==> src/rtl/act_ctrl_pkg.sv <==
// Shared constants for the activation sequencer: default widths, FSM state codes,
// activation-type codes and the saturating increment used by the performance counters.
package act_ctrl_pkg;

   localparam int DEF_DWIDTH       = 8;
   localparam int DEF_MAT_MUL_SIZE = 4;
   localparam int DEF_AWIDTH       = 10;
   localparam int DEF_MASK_WIDTH   = 4;
   localparam int PERF_W           = 32;

   typedef logic [2:0] state_t;

   localparam state_t ST_IDLE  = 3'd0;
   localparam state_t ST_READ  = 3'd1;
   localparam state_t ST_ISSUE = 3'd2;
   localparam state_t ST_WAIT  = 3'd3;
   localparam state_t ST_WRITE = 3'd4;
   localparam state_t ST_DONE  = 3'd5;

   localparam logic ACT_RELU = 1'b0;
   localparam logic ACT_TANH = 1'b1;

   function automatic logic [PERF_W-1:0] sat_inc(input logic [PERF_W-1:0] v);
      return (&v) ? v : v + 1'b1;
   endfunction

endpackage

==> src/rtl/act_ctrl_perf.sv <==
// Busy-cycle and write-stall counters; cleared by clear_i, saturate at all-ones, hold otherwise.
// One cycle update latency; purely observational, never stalls anything.
module act_ctrl_perf
   import act_ctrl_pkg::*;
(
   input  logic              clk,
   input  logic              resetn,
   input  logic              clear_i,
   input  logic              busy_i,
   input  logic              stall_i,
   output logic [PERF_W-1:0] busy_cycles_o,
   output logic [PERF_W-1:0] stall_cycles_o
);

   logic [PERF_W-1:0] busy_q, busy_d;
   logic [PERF_W-1:0] stall_q, stall_d;

   always_comb begin
      busy_d  = busy_q;
      stall_d = stall_q;
      if (clear_i) begin
         busy_d  = '0;
         stall_d = '0;
      end else begin
         if (busy_i)  busy_d  = sat_inc(busy_q);
         if (stall_i) stall_d = sat_inc(stall_q);
      end
   end

   always_ff @(posedge clk or negedge resetn) begin
      if (!resetn) begin
         busy_q  <= '0;
         stall_q <= '0;
      end else begin
         busy_q  <= busy_d;
         stall_q <= stall_d;
      end
   end

   assign busy_cycles_o  = busy_q;
   assign stall_cycles_o = stall_q;

endmodule

==> src/rtl/activation_ctrl.sv <==
// Row sequencer: result RAM read -> activation issue -> capture -> output RAM write (ACT_CTRL_PERF_EN adds perf counters).
// 4 cycles/row with activation, 3 in bypass; WRITE holds dst_we/addr/data until dst_ready.
module activation_ctrl
   import act_ctrl_pkg::*;
#(
   parameter int DWIDTH       = DEF_DWIDTH,
   parameter int MAT_MUL_SIZE = DEF_MAT_MUL_SIZE,
   parameter int AWIDTH       = DEF_AWIDTH,
   parameter int MASK_WIDTH   = DEF_MASK_WIDTH
)(
   input  logic                           clk,
   input  logic                           resetn,
   input  logic                           start,
   input  logic                           abort,
   input  logic                           cfg_activation_type,
   input  logic                           cfg_enable_activation,
   input  logic [AWIDTH-1:0]              cfg_num_rows,
   input  logic [AWIDTH-1:0]              cfg_src_addr,
   input  logic [AWIDTH-1:0]              cfg_dst_addr,
   input  logic [MASK_WIDTH-1:0]          cfg_validity_mask,
   output logic                           busy,
   output logic                           done,
   output logic                           src_en,
   output logic [AWIDTH-1:0]              src_addr,
   input  logic [MAT_MUL_SIZE*DWIDTH-1:0] src_data,
   output logic                           act_type,
   output logic                           act_enable,
   output logic                           act_in_valid,
   output logic [MAT_MUL_SIZE*DWIDTH-1:0] act_in_data,
   output logic [MASK_WIDTH-1:0]          act_mask,
   input  logic                           act_out_valid,
   input  logic [MAT_MUL_SIZE*DWIDTH-1:0] act_out_data,
   output logic                           dst_we,
   output logic [AWIDTH-1:0]              dst_addr,
   output logic [MAT_MUL_SIZE*DWIDTH-1:0] dst_data,
   output logic [MASK_WIDTH-1:0]          dst_mask,
   input  logic                           dst_ready
`ifdef ACT_CTRL_PERF_EN
   ,
   output logic [PERF_W-1:0]              perf_busy_cycles,
   output logic [PERF_W-1:0]              perf_stall_cycles
`endif
);

   localparam int RW = MAT_MUL_SIZE*DWIDTH;

   state_t            state_q, state_d;
   logic [AWIDTH-1:0] row_q, row_d, row_inc;
   logic [AWIDTH-1:0] num_q, src_base_q, dst_base_q;
   logic              type_q, en_q;
   logic [MASK_WIDTH-1:0] mask_q;
   logic [RW-1:0]     res_q, res_d;
   logic              start_acc;
   logic              last_row;

   assign start_acc = (state_q == ST_IDLE) && start && !abort;
   assign row_inc   = row_q + 1'b1;
   assign last_row  = (row_inc == num_q);

   always_ff @(posedge clk or negedge resetn) begin
      if (!resetn) begin
         state_q <= ST_IDLE;
         row_q   <= '0;
         res_q   <= '0;
      end else begin
         state_q <= state_d;
         row_q   <= row_d;
         res_q   <= res_d;
      end
   end

   // Configuration is only sampled on an accepted start, so it stays frozen while busy.
   always_ff @(posedge clk or negedge resetn) begin
      if (!resetn) begin
         num_q      <= '0;
         src_base_q <= '0;
         dst_base_q <= '0;
         type_q     <= 1'b0;
         en_q       <= 1'b0;
         mask_q     <= '0;
      end else if (start_acc) begin
         num_q      <= cfg_num_rows;
         src_base_q <= cfg_src_addr;
         dst_base_q <= cfg_dst_addr;
         type_q     <= cfg_activation_type;
         en_q       <= cfg_enable_activation;
         mask_q     <= cfg_validity_mask;
      end
   end

   always_comb begin
      state_d = state_q;
      case (state_q)
         ST_IDLE:  if (start_acc) state_d = (cfg_num_rows == '0) ? ST_DONE : ST_READ;
         ST_READ:  state_d = ST_ISSUE;
         // Bypass returns the row combinationally, so WAIT can be skipped.
         ST_ISSUE: state_d = act_out_valid ? ST_WRITE : ST_WAIT;
         ST_WAIT:  if (act_out_valid) state_d = ST_WRITE;
         ST_WRITE: if (dst_ready) state_d = last_row ? ST_DONE : ST_READ;
         ST_DONE:  state_d = ST_IDLE;
         default:  state_d = ST_IDLE;
      endcase
      if (abort) state_d = ST_IDLE;
   end

   always_comb begin
      row_d = row_q;
      res_d = res_q;
      if (start_acc) row_d = '0;
      if ((state_q == ST_WRITE) && dst_ready) row_d = row_inc;
      if (((state_q == ST_ISSUE) || (state_q == ST_WAIT)) && act_out_valid) res_d = act_out_data;
   end

   always_comb begin
      busy         = (state_q != ST_IDLE);
      done         = (state_q == ST_DONE);
      src_en       = (state_q == ST_READ);
      act_in_valid = (state_q == ST_ISSUE);
      dst_we       = (state_q == ST_WRITE);
      act_in_data  = (state_q == ST_ISSUE) ? src_data : '0;
      src_addr     = src_base_q + row_q;
      dst_addr     = dst_base_q + row_q;
      dst_data     = res_q;
      act_type     = type_q;
      act_enable   = en_q;
      act_mask     = mask_q;
      dst_mask     = mask_q;
   end

`ifdef ACT_CTRL_PERF_EN
   act_ctrl_perf u_perf (
      .clk            (clk),
      .resetn         (resetn),
      .clear_i        (start_acc),
      .busy_i         (busy),
      .stall_i        ((state_q == ST_WRITE) && !dst_ready),
      .busy_cycles_o  (perf_busy_cycles),
      .stall_cycles_o (perf_stall_cycles)
   );
`endif

endmodule
==> config.mk <==
export PLATFORM = sky130hd
export DESIGN_NAME = activation_ctrl
export DESIGN_NICKNAME = d
export VERILOG_FILES = /design/src/rtl/act_ctrl_pkg.sv /design/src/rtl/act_ctrl_perf.sv /design/src/rtl/activation_ctrl.sv
export SDC_FILE = /design/constraint.sdc
export NUM_CORES = 1
export LEC_CHECK = 0
export BUFFER_PORTS_ARGS = -buffer_cell sky130_fd_sc_hd__buf_4
export CAP_MARGIN = 10
export CELL_PAD_IN_SITES_DETAIL_PLACEMENT = 0
export CELL_PAD_IN_SITES_GLOBAL_PLACEMENT = 1
export CORE_MARGIN = 2
export CORE_UTILIZATION = 32
export CTS_BUF_LIST = sky130_fd_sc_hd__clkbuf_16
export DETAILED_ROUTE_END_ITERATION = 6
export PLACE_DENSITY = 0.88
export SKIP_CTS_REPAIR_TIMING = 1
export SLEW_MARGIN = 10
export SYNTH_ARGS = -nofsm -noshare
export SYNTH_HDL_FRONTEND = slang
export SYNTH_HIERARCHICAL = 1
export SYNTH_SLANG_ARGS = --single-unit
==> constraint.sdc <==
create_clock -name clk -period 1.9 [get_ports clk]
set_input_delay 0.19 -clock clk [delete_from_list [all_inputs] [get_ports clk]]
set_output_delay 0.19 -clock clk [all_outputs]
set_load 0.01 [all_outputs]
After elaboration in Yosys (flattened, before gate mapping)

Cells that the tools add are included.

Bits in registers: 81
Latch bits: 0
Bits in writable memories: 0
ROM bits: 0
Input bits: 106
Output and inout bits: 99
Logic and storage cells: 43
Memories kept: 0

Add/sub/neg operators: 3
Multiply operators: 0
Divide/modulo/power cells: 0
$lt $le $gt $ge: 0
Eq/ne operators: 9
Shift-type cells: 0
Multiplexer cells: 11
Bitwise gates (word level): 0
Reduce and logical (&&, ||, !) cells: 11

Operators with widths:

| cell                                                                     | count |
|---|---|
| 32-bit 2-to-1 mux                                                        | 1 |
| 3-bit 2-to-1 mux                                                         | 7 |
| 10-bit adder                                                             | 2 |
| 10-bit 2-to-1 mux                                                        | 2 |
| 3-bit one-hot mux with 5 select lines                                    | 1 |
| 10-bit by 1-bit adder with 10-bit output (second input constant)         | 1 |
| 10-bit == test                                                           | 1 |
| 10-bit logical NOT                                                       | 1 |
| 3-bit by 2-bit == test with 1-bit output (second input constant)         | 2 |
| 3-bit == test (second input constant)                                    | 2 |
| 3-bit inequality test (second input constant)                            | 2 |
| 1-bit logical AND                                                        | 4 |
| 3-bit by 1-bit == test with 1-bit output (second input constant)         | 1 |
| 3-bit logical NOT                                                        | 1 |
| 3-bit by 2-bit inequality test with 1-bit output (second input constant) | 1 |
| 3-bit AND reduction                                                      | 1 |
| 3-bit nonzero test                                                       | 1 |
| 2-bit nonzero test                                                       | 1 |
| 1-bit logical NOT                                                        | 1 |
| 1-bit logical OR                                                         | 1 |

Logic depth before layout (Yosys ltp)

Gate-level depths: netlist of the first run.

Word-level depth: 6
Mapped depth: 9
Gate-level depth less buffers: 9

Least setup slack after synthesis of the first run

No wires, ideal clock.

Path kind: reg-to-output
Start: reg row_q[1]
End: out dst_addr[9]
Arrival time: 1929 ps
Required time: 1710 ps
Slack: -219 ps
Stages on the path, launching flop included: 8
Buffers on the path: 0
Cells stage by stage: dfrtp_1 > ha_1 > a21oi_2 > nor2b_1 > o31a_1 > or4_1 > and3_1 > a211oi_2

Longest elaborated chain between the ends: 1

RTL lines:

| item                     | line                   | text |
|---|---|---|
| start: declaration       | activation_ctrl.sv:48  | `logic [AWIDTH-1:0] row_q, row_d, row_inc;` |
| start signal: assignment | activation_ctrl.sv:67  | `row_q <= row_d;` |
| 10-bit adder             | activation_ctrl.sv:122 | `dst_addr = dst_base_q + row_q;` |
| end: declaration         | activation_ctrl.sv:34  | `output logic [AWIDTH-1:0] dst_addr,` |

Every way passes these cells.

Worst setup path after layout of the first run

Ends and elaborated chain as after synthesis.

==> results of run 1 <==
## layer usage
layer  up-vias  routed length [um]  part of all wire  GRT usage
li1       1947                   -                 -          -
met1      1976                4960              0.37      0.185
met2       139                7320              0.54      0.302
met3        13                1060             0.078     0.0549
met4         0                 216             0.016     0.0611
met5         -                   0                 0          0
## cell type report
| cell class | count | area, um2 |
|---|---|---|
| well taps | 180 | 225 |
| fillers | 1212 | 6460 |
| clock inverters | 7 | 62.6 |
| flip-flops and latches | 81 | 2030 |
| clock buffers | 9 | 225 |
| inverters | 12 | 45.0 |
| multi-input cells | 294 | 2690 |
| repair buffers | 257 | 2090 |
## sequential cells by signal, indices dropped and copies added, names as in the netlist
register	flops
dst_data	32
dst_base_q	10
act_mask	4
src_base_q	10
row_q	10
num_q	10
act_type	1
state_q	3
act_enable	1
## critical path: stages (launching register included)
cell,delay (ps)
dfrtp_2,470
ha_4,240
a21oi_2,150
nor2b_2,70
o31a_1,260
or4_4,420
and3_4,170
a211oi_2,140
buf_4,150
## power by group through the flow
stage | clock [mW] | combinational (mW) | sequential [mW]
2_1_floorplan | 0 | 1.20 | 2.70
3_3_place_gp | 0 | 2.62 | 2.57
5_1_grt | 1.82 | 3.09 | 2.66
6_report | 1.68 | 2.84 | 2.59
3_5_place_dp | 0 | 2.67 | 2.61
4_1_cts | 1.74 | 2.69 | 2.58
## cells in the final DEF (no fill, tap or decap), drive strengths merged, types with 9 or more instances in the layout
cell,count
a21oi,11
o21ai,17
xnor2,20
buf,256
ha,19
and2,36
dfrtp,81
nor2,23
nor3,9
mux2,68
inv,15
clkbuf,9
nand2,12
## worst paths after layout
path	end	slack, ps	cells after the start
setup / recovery	dst_addr[9]	-690	8
hold / removal	state_q[0]	50	2
setup reg to reg	state_q[2]	10	9
hold reg to reg	dst_data[10]	500	1
max in group asynchronous	act_mask[3]	950	3
min in group asynchronous	act_mask[2]	330	2
## through the flow
stage,total power [mW],setup slack [ps],hold WS (ps),cells
2_1_floorplan,3.91,-219,-106,410
3_3_place_gp,5.19,-333,164,810
3_5_place_dp,5.28,-383,167,810
4_1_cts,7.01,-758,-206,826
5_1_grt,7.57,-769,40.4,840
6_report,7.12,-687,47.4,840
## cell families (layout without fill, tap and decap cells)
family / count (synthesis) / in the layout / synth area share
multiplexers: 68 / 68 / 0.169
flip-flops: 81 / 81 / 0.448
adder cells (fa/ha/maj): 21 / 21 / 0.0613
buffers and inverters: 35 / 285 / 0.0362
AND/OR/NAND/NOR: 121 / 121 / 0.148
XOR/XNOR: 28 / 28 / 0.0542
AO/OA/AOI/OAI: 56 / 56 / 0.0835
==> flow_metrics.py, run 1 <==
metrics = {
    "finish": {
        "final_net_count": 782,
        "fin_util": 0.533,
        "stdcell_area_um2": 7370,
        "drive_gt1_frac": 0.630,
        "area_growth_pct": 62.8,
        "n_antenna_cell": 0,
    },
    "sta": {
        "hold_viol": 0,
        "fmax_mhz": 387,
        "setup_violations": 26,
        "fin_crit_sh": 1.36,
        "worst_slew_pin_slew_ps": 525,
        "worst_slack_ps": -687,
        "rsz0062_at_grt": "yes",
        "setup_tns_ps": -6580,
        "period_minus_slack_ps": 2590,
        "slew_violations": 0,
        "fin_skew_ps": 9.12,
        "max_slew_margin": 0.646,
    },
    "global_routing": {
        "grt_max_degree": 50,
        "antenna_found_initial": 0,
        "grt_usage": 0.168,
        "grt_pass1_wl_mm": 19.6,
        "grt_pass1_vias": 4162,
        "overflow": 0,
    },
    "logic_synthesis": {
        "yosysTopAreaCell": "dfrtp_1",
        "synth_ff_type": "dfrtp_1",
        "synth_seq_cells": 81,
        "syn_avg_cell_area_um2": 11.0,
        "seq_area_frac_synth": 0.448,
        "syn_area_um2": 4530,
        "synth_top_area_share": 0.448,
        "ys_types": 45,
        "synth_edf_count": 0,
        "ys_warn_count": 6,
        "synth_most_common_cell": "dfrtp_1",
        "synthesis.instances": 410,
        "async_flop_share": 1.00,
        "syn-num-nets": 537,
        "synth_commonest_cells": "dfrtp_1, mux2_2, and2_1",
        "synthTopCellsByArea": "dfrtp_1, mux2_2, ha_1",
    },
    "place": {
        "dpl_cell_area_um2": 6560,
        "dpl.hpwl_mm": 10.1,
        "portBuffers": 204,
        "gp_congestion": 0.815,
    },
    "power": {
        "powerDensity_nw_per_um2": 966,
        "switchingPower_mw": 2.16,
        "p_int_mw": 4.96,
        "swShare": 0.303,
        "power.leakage_nw": 3.53,
        "seq_power_share": 0.364,
        "clockPowerShare": 0.237,
        "vdd_drop_max_v": 0.000726,
        "pwr-share-comb": 0.399,
    },
    "run_status": {
        "violations": "setup timing",
        "run_status": "finished with violations",
    },
    "drt": {
        "vias_per_cell": 4.85,
        "drcViolationCount": 0,
        "first_pass_iters": 4,
        "routed_wl_mm": 13.5,
        "first_iter_violations": 71,
        "vias": 4075,
        "ant_nets": 0,
        "wl_per_cell_um": 16.1,
    },
    "worst_setup_path": {
        "crit_arrival_ps": 2400,
        "critPathLaunch": "row_q[1]",
        "critPathCaptureType": "output pin",
        "r2r_start": "row_q[1]",
        "crit_fanout": 4,
        "crit_type": "register to output pin",
        "required_ps": 1710,
        "start_kind": "register",
    },
    "die": {
        "row_count": 43,
        "io_pins": 205,
        "dieArea_um2": 15100,
        "die_width_um": 123,
        "initial_utilization": 0.327,
        "core_region_area_um2": 13800,
        "die_h_um": 123,
    },
    "flow_run": {
        "cap_violations": 0,
    },
    "min_path": {
        "hold_path_class": "primary input to register",
        "hp-start": "abort",
    },
    "cts": {
        "root_buffer": "clkbuf_16",
        "cts_htree_levels": 3,
        "clockBufferDepth": 2,
        "cts_sinks": 81,
        "numCtsBuffers": 9,
        "cts_tree": "built",
        "clock_latency_ps": 340,
        "path_clk_slew_ps": 60,
    },
}
(Power assumes the default switching activity.)
==> run 2, diff against run 1 <==
--- a/config.mk
+++ b/config.mk
@@ -14,6 +14,7 @@
 export CTS_BUF_LIST = sky130_fd_sc_hd__clkbuf_16
 export DETAILED_ROUTE_END_ITERATION = 6
 export PLACE_DENSITY = 0.88
+export SETUP_SLACK_MARGIN = 0.1
 export SKIP_CTS_REPAIR_TIMING = 1
 export SLEW_MARGIN = 10
 export SYNTH_ARGS = -nofsm -noshare
==> run 2 against run 1 <==
  * Critical path depth increased by 1
  * Utilization increased by 0.24 points
  * Sequential power about the same
  * Flip-flop and latch count unchanged
  * Via count decreased by 0.15%
  * The run still ends with setup timing left
  * Critical path type unchanged
  * Global-route usage unchanged
  * Largest cell class unchanged
  * Count of clock-buffer cells in the layout unchanged
  * Clock power about the same
  * Critical endpoint unchanged
  * Clock skew about the same
==> flow_metrics.py, run 2 (synthesized netlist as in run 1, its figures left out) <==
metrics = {
    "power": {
        "vdd_drop_max_v": 0.000727,
        "power.leakage_nw": 3.53,
        "total_power_mw": 7.15,
        "powerDensity_nw_per_um2": 966,
    },
    "place": {
        "dp.cells": 810,
        "dpl.hpwl_mm": 10.1,
        "gp_congestion": 0.815,
        "portBuffers": 204,
    },
    "global_routing": {
        "grt_max_degree": 50,
        "grt_usage": 0.168,
        "grt_pass1_wl_mm": 19.6,
        "grt_pass1_vias": 4162,
        "antenna_found_initial": 0,
        "overflow": 0,
    },
    "finish": {
        "layout_commonest_cell": "buf_4",
        "area_growth_pct": 63.5,
        "n_antenna_cell": 0,
        "fillers": 1212,
        "largest_reg_flops": 32,
        "fin_cells": 842,
        "drive_gt1_frac": 0.634,
        "final_net_count": 784,
        "layout_common_cells": "buf_4, dfrtp_1, mux2_2, buf_6, and2_4",
    },
    "min_path": {
        "hold_path_class": "primary input to register",
        "holdPathStages": 2,
    },
    "cts": {
        "numCtsBuffers": 9,
        "root_buffer": "clkbuf_16",
        "cts_htree_levels": 3,
        "path_clk_slew_ps": 60,
        "cts_tree": "built",
        "cts_sinks": 81,
        "clockBufferDepth": 2,
        "clock_latency_ps": 340,
    },
    "worst_setup_path": {
        "crit_fanout": 3,
        "crit_family": "simple AND/OR/NAND/NOR gates",
        "crit_type": "register to output pin",
        "critPathCaptureType": "output pin",
        "critPathMaxStageDelay_ps": 430,
        "start_kind": "register",
        "crit_buf_inv": 2,
        "reg2regPathDepth": 8,
        "required_ps": 1710,
        "crit_slowest_cell": "dfrtp_2",
        "crit_chain": "buf_6 -> ha_4 -> a21oi_2 -> nor2b_2 -> o31a_1 -> or4_4 -> and3_4 -> a211oi_2 -> buf_4",
        "cp.depth": 9,
        "crit_arrival_ps": 2390,
    },
    "sta": {
        "period_minus_slack_ps": 2580,
        "fin_crit_sh": 1.36,
        "worst_slack_ps": -677,
        "slew_violations": 0,
        "setup_violations": 25,
        "max_slew_margin": 0.647,
        "rsz0062_at_grt": "yes",
        "hold_viol": 0,
        "worst_slew_pin_slew_ps": 524,
        "fin_skew_ps": 9.17,
        "fmax_mhz": 388,
    },
    "die": {
        "core_region_area_um2": 13800,
        "die_width_um": 123,
        "dieArea_um2": 15100,
        "io_pins": 205,
        "die_h_um": 123,
        "row_count": 43,
        "initial_utilization": 0.327,
    },
    "drt": {
        "vias_per_cell": 4.83,
        "wl_per_cell_um": 16.1,
        "drcViolationCount": 0,
        "first_pass_iters": 4,
        "first_iter_violations": 59,
        "ant_nets": 0,
        "routed_wl_mm": 13.5,
        "vias": 4069,
    },
    "flow_run": {
        "cap_violations": 0,
    },
    "run_status": {
        "run_status": "finished with violations",
        "violations": "setup timing",
    },
}
==> run 2: worst paths after layout <==
check | start | endpoint | slack (ps)
max | row_q[0] | dst_addr[9] | -680
min | abort | state_q[0] | 50
max reg2reg | row_q[1] | state_q[2] | 70
min reg2reg | dst_data[10] | dst_data[10] | 500
max in group asynchronous | resetn | act_mask[3] | 940
min in group asynchronous | resetn | act_mask[2] | 340
==> run 2: area by class of cell <==
class	instances	area (um2)	share of cell area
inverter	12	45.0	0.00608
sequential	81	2030	0.274
multi-input combinational	294	2690	0.363
clock inverter	7	62.6	0.00845
tap	180	225	0.0304
clock buffer	9	225	0.0304
timing repair buffer	259	2130	0.287
==> run 2: stage by stage <==
| stage | cell area (um2) | util | setup slack, ps | TNS (ps) | hold slack (ps) |
|---|---|---|---|---|---|
| after floorplan | 4600 | - | -219 | -784 | -106 |
| after global placement | 6560 | 0.475 | -333 | -1720 | 164 |
| after detailed placement | 6560 | 0.475 | -383 | -2230 | 167 |
| after CTS | 6850 | 0.495 | -758 | -6420 | -206 |
| after global routing | 7400 | 0.535 | -773 | -10260 | 48.6 |
| final | 7400 | 0.535 | -677 | -6670 | 53.8 |
==> run 2: power by group <==
group	switching [mW]	leakage, nW	internal [mW]
Sequential	0.346	0.978	2.25
Clock	0.680	0.146	1.01
Combinational	1.14	2.41	1.73
Total	2.16	3.53	4.99
==> run 2: per-layer routing <==
metal	track usage	part of all wire
met2	0.302	0.54
met1	0.185	0.37
met5	0	0
met3	0.0549	0.078
met4	0.0611	0.015
==> run 2: worst register-to-register path, cell delays in order (launching register included) <==
cell and delay, ps:
dfrtp_2 440, buf_4 180, ha_4 180, buf_6 130
nor3b_4 180, o221ai_1 140, o31ai_1 90, nand4_1 140
o31ai_2 260
